**src/rtl/key_pkg.sv**
```systemverilog
// Shared constants and state encoding for the key event decoder.
// Timing defaults assume the 50 MHz system clock.
package key_pkg;

   localparam int CNT_W = 26;

   localparam int LONG_CNT_DEF   = 50_000_000;
   localparam int DCLK_CNT_DEF   = 15_000_000;
   localparam int REPEAT_CNT_DEF = 5_000_000;

   typedef enum logic [2:0] {
      IDLE   = 3'd0,
      PRESS1 = 3'd1,
      WAIT2  = 3'd2,
      PRESS2 = 3'd3,
      LONG   = 3'd4
   } key_state_t;

endpackage

```
**src/rtl/key_edge_det.sv**
```systemverilog
// Press/release edge detector for an active-low debounced key level.
// Reset value 1 makes a key held through reset appear as a fresh press.
module key_edge_det (
   input  logic i_clk,
   input  logic i_rst_n,
   input  logic i_key,
   output logic o_press,
   output logic o_release
);

   logic r_key_d;

   always_ff @(posedge i_clk or negedge i_rst_n) begin
      if (!i_rst_n) begin
         r_key_d <= 1'b1;
      end else begin
         r_key_d <= i_key;
      end
   end

   assign o_press   = r_key_d & ~i_key;
   assign o_release = ~r_key_d & i_key;

endmodule

```
**src/rtl/key_event_decoder.sv**
```systemverilog
// Classifies a debounced key into short/double/long events and long hold.
// Define KEY_REPEAT_EN to enable auto-repeat pulses while in long hold.
module key_event_decoder
   import key_pkg::*;
#(
   parameter int               CNT_W    = key_pkg::CNT_W,
   parameter logic [CNT_W-1:0] LONG_CNT = CNT_W'(LONG_CNT_DEF),
   parameter logic [CNT_W-1:0] DCLK_CNT = CNT_W'(DCLK_CNT_DEF)
`ifdef KEY_REPEAT_EN
   ,
   parameter logic [CNT_W-1:0] REPEAT_CNT = CNT_W'(REPEAT_CNT_DEF)
`endif
) (
   input  logic sys_clk,
   input  logic sys_rst_n,
   input  logic key_filter,
   output logic short_press,
   output logic double_click,
   output logic long_press,
   output logic key_repeat,
   output logic long_hold
);

   localparam logic [CNT_W-1:0] L_LONG_TC = LONG_CNT - 1'b1;
   localparam logic [CNT_W-1:0] L_DCLK_TC = DCLK_CNT - 1'b1;
`ifdef KEY_REPEAT_EN
   localparam logic [CNT_W-1:0] L_REP_TC  = REPEAT_CNT - 1'b1;
`endif

   key_state_t       r_state;
   key_state_t       w_nxt_state;
   logic [CNT_W-1:0] r_cnt;
   logic [CNT_W-1:0] w_cnt_nxt;
   logic             w_press;
   logic             w_release;
   logic             w_sp;
   logic             w_dc;
   logic             w_lp;
   logic             w_rp;
   logic             r_sp;
   logic             r_dc;
   logic             r_lp;
   logic             r_rp;

   key_edge_det u_edge (
      .i_clk     (sys_clk),
      .i_rst_n   (sys_rst_n),
      .i_key     (key_filter),
      .o_press   (w_press),
      .o_release (w_release)
   );

   // Key edges are tested before terminal counts so an edge always wins.
   always_comb begin
      w_nxt_state = r_state;
      w_sp        = 1'b0;
      w_dc        = 1'b0;
      w_lp        = 1'b0;
      w_rp        = 1'b0;
      case (r_state)
         IDLE: begin
            if (w_press) w_nxt_state = PRESS1;
         end
         PRESS1: begin
            if (w_release) begin
               w_nxt_state = WAIT2;
            end else if (r_cnt == L_LONG_TC) begin
               w_nxt_state = LONG;
               w_lp        = 1'b1;
            end
         end
         WAIT2: begin
            if (w_press) begin
               w_nxt_state = PRESS2;
            end else if (r_cnt == L_DCLK_TC) begin
               w_nxt_state = IDLE;
               w_sp        = 1'b1;
            end
         end
         PRESS2: begin
            if (w_release) begin
               w_nxt_state = IDLE;
               w_dc        = 1'b1;
            end else if (r_cnt == L_LONG_TC) begin
               w_nxt_state = LONG;
               w_lp        = 1'b1;
            end
         end
         LONG: begin
            if (w_release) begin
               w_nxt_state = IDLE;
            end
`ifdef KEY_REPEAT_EN
            else if (r_cnt == L_REP_TC) begin
               w_rp = 1'b1;
            end
`endif
         end
         default: w_nxt_state = IDLE;
      endcase
   end

   always_comb begin
      w_cnt_nxt = '0;
      if (w_nxt_state == r_state && !w_rp) begin
         case (r_state)
            PRESS1, WAIT2, PRESS2: w_cnt_nxt = r_cnt + 1'b1;
`ifdef KEY_REPEAT_EN
            LONG:                  w_cnt_nxt = r_cnt + 1'b1;
`endif
            default:               w_cnt_nxt = '0;
         endcase
      end
   end

   always_ff @(posedge sys_clk or negedge sys_rst_n) begin
      if (!sys_rst_n) begin
         r_state <= IDLE;
         r_cnt   <= '0;
         r_sp    <= 1'b0;
         r_dc    <= 1'b0;
         r_lp    <= 1'b0;
         r_rp    <= 1'b0;
      end else begin
         r_state <= w_nxt_state;
         r_cnt   <= w_cnt_nxt;
         r_sp    <= w_sp;
         r_dc    <= w_dc;
         r_lp    <= w_lp;
         r_rp    <= w_rp;
      end
   end

   assign short_press  = r_sp;
   assign double_click = r_dc;
   assign long_press   = r_lp;
   assign key_repeat   = r_rp;
   assign long_hold    = (r_state == LONG);

endmodule

```
**config.mk**
```make
export PLATFORM = sky130hd
export DESIGN_NAME = key_event_decoder
export DESIGN_NICKNAME = d
export VERILOG_FILES = /design/src/rtl/key_pkg.sv /design/src/rtl/key_edge_det.sv /design/src/rtl/key_event_decoder.sv
export SDC_FILE = /design/constraint.sdc
export NUM_CORES = 1
export LEC_CHECK = 0
export CELL_PAD_IN_SITES_DETAIL_PLACEMENT = 1
export CELL_PAD_IN_SITES_GLOBAL_PLACEMENT = 1
export CORE_MARGIN = 4
export CORE_UTILIZATION = 50
export DETAILED_ROUTE_END_ITERATION = 6
export PLACE_DENSITY_LB_ADDON = 0.1
export SYNTH_ARGS = -nofsm -noshare
export SYNTH_HDL_FRONTEND = slang
export SYNTH_HIERARCHICAL = 1
export SYNTH_SLANG_ARGS = --single-unit
export TNS_END_PERCENT = 50
```
**constraint.sdc**
```tcl
create_clock -name sys_clk -period 4.88 [get_ports sys_clk]
set_input_delay 0.976 -clock sys_clk [delete_from_list [all_inputs] [get_ports sys_clk]]
set_output_delay 0.976 -clock sys_clk [all_outputs]
set_load 0.03 [all_outputs]
```
==> results of run 1 <==
==> through the flow <==
step | util, % | hold WS, ns | instance area [um^2] | instances
final | 55.2 | 0.513 | 1840 | 231
after global routing | 55.2 | 0.558 | 1840 | 231
after CTS | 55.2 | 0.510 | 1840 | 231
after detailed placement | 53.7 | 0.497 | 1790 | 223
after global placement | 53.7 | 0.494 | 1790 | 223
after floorplan | - | 0.461 | 1720 | 177
==> worst paths after layout <==
kind | startpoint | endpoint
setup reg to reg | r_cnt[0] | r_cnt[3]
hold reg to reg | r_cnt[0] | r_cnt[0]
min in group asynchronous | sys_rst_n | r_state[1]
max in group asynchronous | sys_rst_n | u_edge/r_key_d
hold / removal | r_cnt[0] | r_cnt[0]
setup / recovery | r_cnt[0] | r_cnt[3]
==> layout make-up <==
cell class	instances	share of cell area, %
multi-input cells	129	44.0
inverters	8	1.63
clock buffers	8	2.65
well taps	46	3.13
repair buffers	7	3.67
flip-flops and latches	33	44.9
==> cells by family after synthesis <==
logic type / Yosys count / share of synthesized area (%)
buffers and inverters: 15 / 4.66
other: 1 / 0.218
AO/OA/AOI/OAI: 9 / 5.25
XOR/XNOR: 24 / 12.2
adder cells (fa/ha/maj): 1 / 0.729
AND/OR/NAND/NOR: 94 / 28.7
flip-flops: 33 / 48.2
==> state kept, by name (all words and copies together), names as in the netlist <==
signal,cells
long_press,1
r_cnt,26
short_press,1
u_edge/r_key_d,1
double_click,1
r_state,3
==> layout by cell type (no fill, tap or decap), drive strengths merged, types with 2 or more instances in the layout <==
master          n
a21oi           3
clkbuf          8
clkdlybuf4s50   6
dfrtp          32
inv             8
nand2          12
nand3          10
nand4           5
nor2           22
nor2b           3
nor3           21
nor4            7
nor4b           2
or2             2
or4             4
xnor2          16
xor2            8
==> power by group through the flow <==
| stage | Clock (W) | Sequential (W) | Combinational (W) |
|---|---|---|---|
| after global routing | 0.000168 | 0.000313 | 0.0000978 |
| after floorplan | 0 | 0.000308 | 0.0000770 |
| after detailed placement | 0 | 0.000314 | 0.0000873 |
| after CTS | 0.000153 | 0.000308 | 0.0000881 |
| final | 0.000149 | 0.000309 | 0.0000867 |
| after global placement | 0 | 0.000312 | 0.0000834 |
==> critical path: stages (launching register included) <==
cell      delay, ns
dfrtp_1        0.41
ha_1           0.22
nand3_1        0.15
or4_1          0.70
o311a_4        0.46
o21bai_4       0.55
nor3_1         0.14
==> layer usage <==
layer  wire, um  vias up
li1           -      621
met1       1640      624
met2       1730       25
met3        148        6
met4         61        0
met5          0        -
==> flow_metrics.tcl, run 1 <==
set metrics [dict create \
    nets 188 \
    max_freq_mhz 360 \
    whs_path_depth 1 \
    setup_ws_ns 2.10 \
    p_int_w 0.000376 \
    area_delta_synth_final_pct 7.22 \
    startpoint_type "register" \
    io_buffers 6 \
    hold_path.class "reg -> reg" \
    top_usage_layer "met2" \
    register_area_um2 827 \
    syn_inst 177 \
    routed_wirelength_um 3570 \
    start_util_pct 51.4 \
    hpwl_um 2610 \
    worst_pin_slew_ns 0.646 \
    cts_htree_levels 2 \
    synthesis.nets 181 \
    synth_area_um2 1720 \
    grt_max_degree 34 \
    post_cts_buffers 0 \
    pwr-share-clk_pct 27.4 \
    cts_sinks 33 \
    finalCritPeriodShare_pct 57.0 \
    clk_pin_slew_ns 0.09 \
    setup_violations 0 \
    routedWlPerCell_um 15.5 \
    use_met1_pct 24.9 \
    required_ns 5.07 \
    vias_per_cell 5.52 \
    design.core.area_um2 3340 \
    min_period_ns 2.78 \
    rows 21 \
    r2r_slack_ns 2.10 \
    ir_worst_vdd_mv 0.229 \
    p_seq_share_pct 56.7 \
    synth_top_area_cell "dfrtp_1" \
    outcome "finished, final reports clean" \
    cts_inserted_buffers 5 \
    synth_edf_count 0 \
    diodes 0 \
    num-fill-cells 400 \
    grt_overflow 0 \
    initialDrtViolationCount 93 \
    detail-route-antenna-nets 0 \
    layout-drive-gt1-share_pct 9.19 \
    grt_pass1_wl_um 6440 \
    antenna_found_initial 0 \
    drc 0 \
    slew_headroom_pct 56.8 \
    ys.flop_type "dfrtp_1" \
    drv_cap 0 \
    rsz0062_at_grt "no" \
    finalHoldViolCount 0 \
    p_per_area_nw_per_um2 296 \
    via_count 1276 \
    root_buffer "clkbuf_4" \
    ys_warn_count 6 \
    power_w 0.000544 \
    p_leak_nw 0.707 \
    synth.distinct_cells 36 \
    grt_pass1_vias 1336 \
    p_comb_share_pct 15.9 \
    clockBufferDepth 2 \
    die_height_um 66.6 \
    dr.pass1.iters 4 \
    met3_usage_pct 4.22 \
    hold_buffers 0 \
    cts_tree "built" \
    crit_fanout 26 \
    grt_usage_pct 19.8 \
    gp_congestion 0.790 \
    path_class "reg -> reg" \
    grt_use_met2_pct 31.8 \
    slew_viol_final 0 \
    endpoint_kind "register" \
    clk_latency_ns 0.35 \
    synth_area_per_cell_um2 9.70 \
    skew_ns 0.0170 \
    multi_input_area_um2 810 \
    ys_seq_elements 33 \
    die_w_um 66.6 \
    synth_area_leaders "dfrtp_1 (47%), xnor2_1 (8.2%), nor3_1 (6.1%), nor2_1 (4.8%), xor2_1 (4.1%)" \
    io_pins 8 \
    synth.most_common_cell "dfrtp_1" \
    synth_common_cells "dfrtp_1 (32), nor2_1 (22), nor3_1 (21), xnor2_1 (16), nand2_1 (12)" \
    arrival_ns 2.97 \
    swShare_pct 30.9 \
    cts_resized 0 \
    p_sw_w 0.000168 \
    setup_tns_ns 0 \
    ys_seq_area_share_pct 48.2 \
    pre_cts_ws_ns 1.94 \
    r2r_cells 6 \
    dieArea_um2 4430 \
    synthArstFlopShare_pct 100 \
    netlist.area_leader.share_pct 46.6 \
]
Note: power is estimated with default switching activity, not from simulation.
==> run 2, diff against run 1 <==
--- a/config.mk
+++ b/config.mk
@@ -8,7 +8,7 @@
 export CELL_PAD_IN_SITES_DETAIL_PLACEMENT = 1
 export CELL_PAD_IN_SITES_GLOBAL_PLACEMENT = 1
 export CORE_MARGIN = 4
-export CORE_UTILIZATION = 50
+export CORE_UTILIZATION = 46
 export DETAILED_ROUTE_END_ITERATION = 6
 export PLACE_DENSITY_LB_ADDON = 0.1
 export SYNTH_ARGS = -nofsm -noshare
==> constraint.sdc (replaced) <==
create_clock -name sys_clk -period 2.9 [get_ports sys_clk]
set_input_delay 0.58 -clock sys_clk [delete_from_list [all_inputs] [get_ports sys_clk]]
set_output_delay 0.58 -clock sys_clk [all_outputs]
set_load 0.03 [all_outputs]
==> run 2 against run 1 <==
Against the previous run: sequential cell count is the same; critical path type unchanged; worst setup slack lost 1.7 ns; final cell count grew 0.43%; via count grew 3.7%; die area grew 7.6%; first-iteration DRC count grew 8.6%; design area grew 2.9%; clock power grew 130%; non-clock buffer count grew 2; highest routed layer unchanged.
==> flow_metrics.tcl, run 2 (same netlist as run 1, synthesis figures left out) <==
set metrics [dict create \
    routed_wirelength_um 3700 \
    detail-route-antenna-nets 0 \
    root_buffer "clkbuf_8" \
    die_height_um 69.1 \
    via_count 1323 \
    setup_tns_ns 0 \
    largest-register "r_cnt" \
    diodes 0 \
    largestRegisters "r_cnt (26), r_state (3)" \
    post_cts_buffers 0 \
    r2r_cells 7 \
    cts_resized 0 \
    slew_viol_final 0 \
    min_from "r_cnt[0]" \
    min_period_ns 2.51 \
    rr_endpoint "r_cnt[22]" \
    arrival_ns 2.67 \
    r2r_slack_ns 0.39 \
    power_w 0.00103 \
    pwr-share-clk_pct 34.0 \
    p_sw_w 0.000291 \
    p_leak_nw 0.734 \
    final_cell_mix "dfrtp_1 (32), nor2_1 (22), nor3_1 (21)" \
    required_ns 3.06 \
    grt_overflow 0 \
    area_delta_synth_final_pct 10.3 \
    holdPathEnd "r_cnt[0]" \
    vias_per_cell 5.70 \
    die_w_um 69.1 \
    p_per_area_nw_per_um2 543 \
    final_common_cell "dfrtp_1" \
    setup_violations 0 \
    largest_reg_flops 26 \
    p_seq_share_pct 50.6 \
    whs_path_depth 1 \
    final_cells 232 \
    p_comb_share_pct 15.4 \
    start_util_pct 49.5 \
    clk_pin_slew_ns 0.06 \
    finalCritPeriodShare_pct 86.5 \
    path_class "reg -> reg" \
    max_freq_mhz 399 \
    antenna_found_initial 0 \
    drc 0 \
    crit_fanout 14 \
    endpoint_kind "register" \
    cts_sinks 33 \
    ir_worst_vdd_mv 0.401 \
    initialDrtViolationCount 101 \
    grt_use_met2_pct 27.2 \
    rows 21 \
    hpwl_um 2680 \
    hold_buffers 0 \
    startpoint_type "register" \
    design.core.area_um2 3470 \
    io_buffers 6 \
    io_pins 8 \
    grt_pass1_vias 1355 \
    nets 190 \
    grt_max_degree 34 \
    met3_usage_pct 6.54 \
    swShare_pct 28.3 \
    gp_congestion 0.811 \
    cts_inserted_buffers 5 \
    placed_cells 225 \
    rsz0062_at_grt "no" \
    clk_latency_ns 0.29 \
    num-fill-cells 400 \
    outcome "finished, final reports clean" \
    routedWlPerCell_um 15.9 \
    dr.pass1.iters 4 \
    layout-drive-gt1-share_pct 10.8 \
    worstReg2RegStart "r_cnt[0]" \
    dieArea_um2 4770 \
    use_met1_pct 21.3 \
    grt_pass1_wl_um 6560 \
    utilization_pct 54.6 \
    hold_path.class "reg -> reg" \
    finalHoldViolCount 0 \
    p_int_w 0.000737 \
    drv_cap 0 \
    cts_htree_levels 2 \
    top_usage_layer "met2" \
    grt_usage_pct 17.5 \
    skew_ns 0.00423 \
    clockBufferDepth 2 \
    cts_tree "built" \
]
## run 2: how the worst max path moves through the flow
stage,endpoint,cells past startpoint,slack (ns),start
after floorplan,r_cnt[0],8,0.65,r_cnt[0]
after global placement,r_cnt[23],7,0.43,r_cnt[0]
after detailed placement,r_cnt[22],7,0.37,key_filter
after CTS,r_cnt[22],7,0.38,r_cnt[0]
after global routing,r_cnt[22],7,0.22,r_cnt[0]
final,r_cnt[22],7,0.39,r_cnt[0]
## run 2: layout make-up
cell class | instances | area, um^2 | area share (%)
clock buffer | 7 | 86.3 | 4.56
multi-input combinational | 129 | 810 | 42.8
sequential | 33 | 827 | 43.7
inverter | 8 | 30.0 | 1.59
tap | 46 | 57.6 | 3.04
timing repair buffer | 9 | 82.6 | 4.36
## run 2: power groups by stage
stage          clock network (W)  logic [W]  registers (W)
2_1_floorplan                  0   0.000130       0.000518
3_3_place_gp                   0   0.000153       0.000527
3_5_place_dp                   0   0.000162       0.000528
4_1_cts                 0.000363   0.000163       0.000520
5_1_grt                 0.000388   0.000181       0.000526
6_report                0.000349   0.000158       0.000520
## run 2: per-layer routing
| metal | up-vias | wire length, um |
|---|---|---|
| li1 | 624 | - |
| met1 | 666 | 1630 |
| met2 | 20 | 1800 |
| met3 | 13 | 137 |
| met4 | 0 | 124 |
| met5 | - | 0 |
## run 2: critical path, stage by stage, from the launching register on
cell      delay, ns
dfrtp_1        0.39
ha_1           0.22
nand3_1        0.15
or4_1          0.70
o311a_4        0.46
o21bai_4       0.14
buf_4          0.21
nor3_1         0.09
## run 2: metrics by stage
| step | hold WS (ns) | worst slack, ns | cell area (um^2) |
|---|---|---|---|
| 2_1_floorplan | 0.284 | 0.653 | 1720 |
| 3_3_place_gp | 0.492 | 0.435 | 1810 |
| 3_5_place_dp | 0.499 | 0.375 | 1810 |
| 4_1_cts | 0.507 | 0.377 | 1890 |
| 5_1_grt | 0.552 | 0.219 | 1890 |
| 6_report | 0.503 | 0.393 | 1890 |
==> run 3, diff against run 2 <==
--- a/config.mk
+++ b/config.mk
@@ -5,12 +5,11 @@
 export SDC_FILE = /design/constraint.sdc
 export NUM_CORES = 1
 export LEC_CHECK = 0
-export CELL_PAD_IN_SITES_DETAIL_PLACEMENT = 1
-export CELL_PAD_IN_SITES_GLOBAL_PLACEMENT = 1
 export CORE_MARGIN = 4
-export CORE_UTILIZATION = 46
+export CORE_UTILIZATION = 50
 export DETAILED_ROUTE_END_ITERATION = 6
-export PLACE_DENSITY_LB_ADDON = 0.1
+export GPL_TIMING_DRIVEN = 1
+export PLACE_DENSITY = 0.68
 export SYNTH_ARGS = -nofsm -noshare
 export SYNTH_HDL_FRONTEND = slang
 export SYNTH_HIERARCHICAL = 1
==> run 3 against run 2 <==
Against the previous run: critical path depth unchanged; combinational power fell by 4%; via count is 4.6% lower; worst setup slack gained 0.065 ns; power grew 0.18%; global-route usage fell by 0.41 points; largest cell class unchanged; highest routed layer unchanged.
==> flow_metrics.tcl, run 3 (same netlist as run 1, synthesis figures left out) <==
set metrics [dict create \
    outcome "finished, final reports clean" \
    crit_fanout 13 \
    p_leak_nw 0.736 \
    cp_slowest_stage_delay_ns 0.69 \
    dieArea_um2 4430 \
    grt_pass1_vias 1238 \
    cts_htree_levels 2 \
    grt_pass1_wl_um 5530 \
    clockBufferDepth 2 \
    final_cell_mix "dfrtp_1 (32), nor2_1 (22), nor3_1 (21)" \
    multi_input_area_um2 810 \
    antenna_found_initial 0 \
    drv_cap 0 \
    p_per_area_nw_per_um2 544 \
    final_common_cell "dfrtp_1" \
    dr.pass1.iters 4 \
    layout-drive-gt1-share_pct 11.2 \
    diodes 0 \
    cts_sinks 33 \
    vias_per_cell 5.42 \
    pre_cts_ws_ns 0.481 \
    slew_viol_final 0 \
    num-fill-cells 307 \
    cts_resized 0 \
    startpoint "r_cnt[0]" \
    via_count 1262 \
    area_delta_synth_final_pct 10.2 \
    largest-register "r_cnt" \
    rows 21 \
    setup_violations 0 \
    die_height_um 66.6 \
    largest_reg_flops 26 \
    path_class "reg -> reg" \
    placed_area_um2 1810 \
    grt_max_degree 34 \
    cp-endpoint "r_cnt[7]" \
    root_buffer "clkbuf_4" \
    rr_endpoint "r_cnt[7]" \
    worstReg2RegStart "r_cnt[0]" \
    initialDrtViolationCount 55 \
    grt_usage_pct 17.1 \
    ir_worst_vdd_mv 0.463 \
    finalCritPeriodShare_pct 84.2 \
    hpwl_um 2260 \
    final_cell_area_um2 1890 \
    register_area_um2 827 \
    die_w_um 66.6 \
    routed_wirelength_um 3090 \
    drc 0 \
    cp_top_family "simple AND/OR/NAND/NOR gates" \
    r2r_slack_ns 0.46 \
    nets 190 \
    hold_buffers 0 \
    setup_ws_ns 0.458 \
    design.core.area_um2 3340 \
    crit_chain "ha_1, nand3_1, or4_1, o311a_4, o21bai_4, buf_4, nor3_1" \
    finalHoldViolCount 0 \
    cts_tree "built" \
    largestRegisters "r_cnt (26), r_state (3)" \
    r2r_cells 7 \
    min_period_ns 2.44 \
    start_util_pct 51.4 \
    io_pins 8 \
    clk_latency_ns 0.34 \
    post_cts_buffers 0 \
    arrival_ns 2.65 \
    required_ns 3.11 \
    cts_inserted_buffers 5 \
    grt_overflow 0 \
    gp_congestion 0.784 \
    setup_tns_ns 0 \
    max_freq_mhz 409 \
    clk_pin_slew_ns 0.10 \
    endpoint_kind "register" \
    critical_path.slowest_cell "or4_1" \
    crit_buf_inv 1 \
    timing.critical_path.depth 7 \
    startpoint_type "register" \
    skew_ns 0.0145 \
    routedWlPerCell_um 13.3 \
    rsz0062_at_grt "no" \
    hold_path.class "reg -> reg" \
    io_buffers 6 \
    whs_path_depth 1 \
    detail-route-antenna-nets 0 \
]
==> run 3: changes by cell type in the layout (fill, tap and decap cells not counted) <==
cell | previous run | this run
clkbuf_4 | 0 | 5
clkbuf_8 | 6 | 1
bufinv_16 | 0 | 1
==> run 3: layout make-up <==
class	instances	share of cell area (%)
flip-flops and latches	33	43.7
multi-input cells	129	42.8
repair buffers	9	4.37
well taps	46	3.04
clock buffers	7	2.91
clock inverters	1	1.59
inverters	8	1.59
==> run 3: worst min-delay path by stage <==
| stage | from | endpoint | slack (ns) |
|---|---|---|---|
| floorplan | sys_rst_n | double_click | 0.28 |
| global placement | r_cnt[0] | r_cnt[0] | 0.49 |
| global route | r_cnt[0] | r_cnt[0] | 0.54 |
| detailed placement | r_cnt[0] | r_cnt[0] | 0.50 |
| CTS | r_cnt[0] | r_cnt[0] | 0.51 |
| finish | r_cnt[0] | r_cnt[0] | 0.51 |
==> run 3: per-stage QoR <==
step | std cells | utilization [%] | power [W] | hold slack [ns]
floorplan | 177 | - | 0.000648 | 0.284
global placement | 225 | 54.1 | 0.000678 | 0.489
detailed placement | 225 | 54.1 | 0.000682 | 0.496
CTS | 233 | 56.7 | 0.00104 | 0.510
global route | 233 | 56.7 | 0.00109 | 0.543
finish | 233 | 56.7 | 0.00103 | 0.508
==> run 3: where the power goes <==
part | internal, W | switching [W]
sequential | 0.000486 | 0.0000312
combinational | 0.0000614 | 0.0000904
clock | 0.000206 | 0.000154
total | 0.000753 | 0.000276
==> run 3: layer usage <==
| layer | global-route usage (%) | up-vias | share of wire [%] | routed length, um |
|---|---|---|---|---|
| met5 | 0 | - | 0 | 0 |
| met4 | 12.2 | 0 | 2.3 | 72 |
| met3 | 4.38 | 8 | 3.4 | 104 |
| met2 | 27.0 | 21 | 48 | 1480 |
| met1 | 20.1 | 606 | 46 | 1430 |
| li1 | - | 627 | - | - |
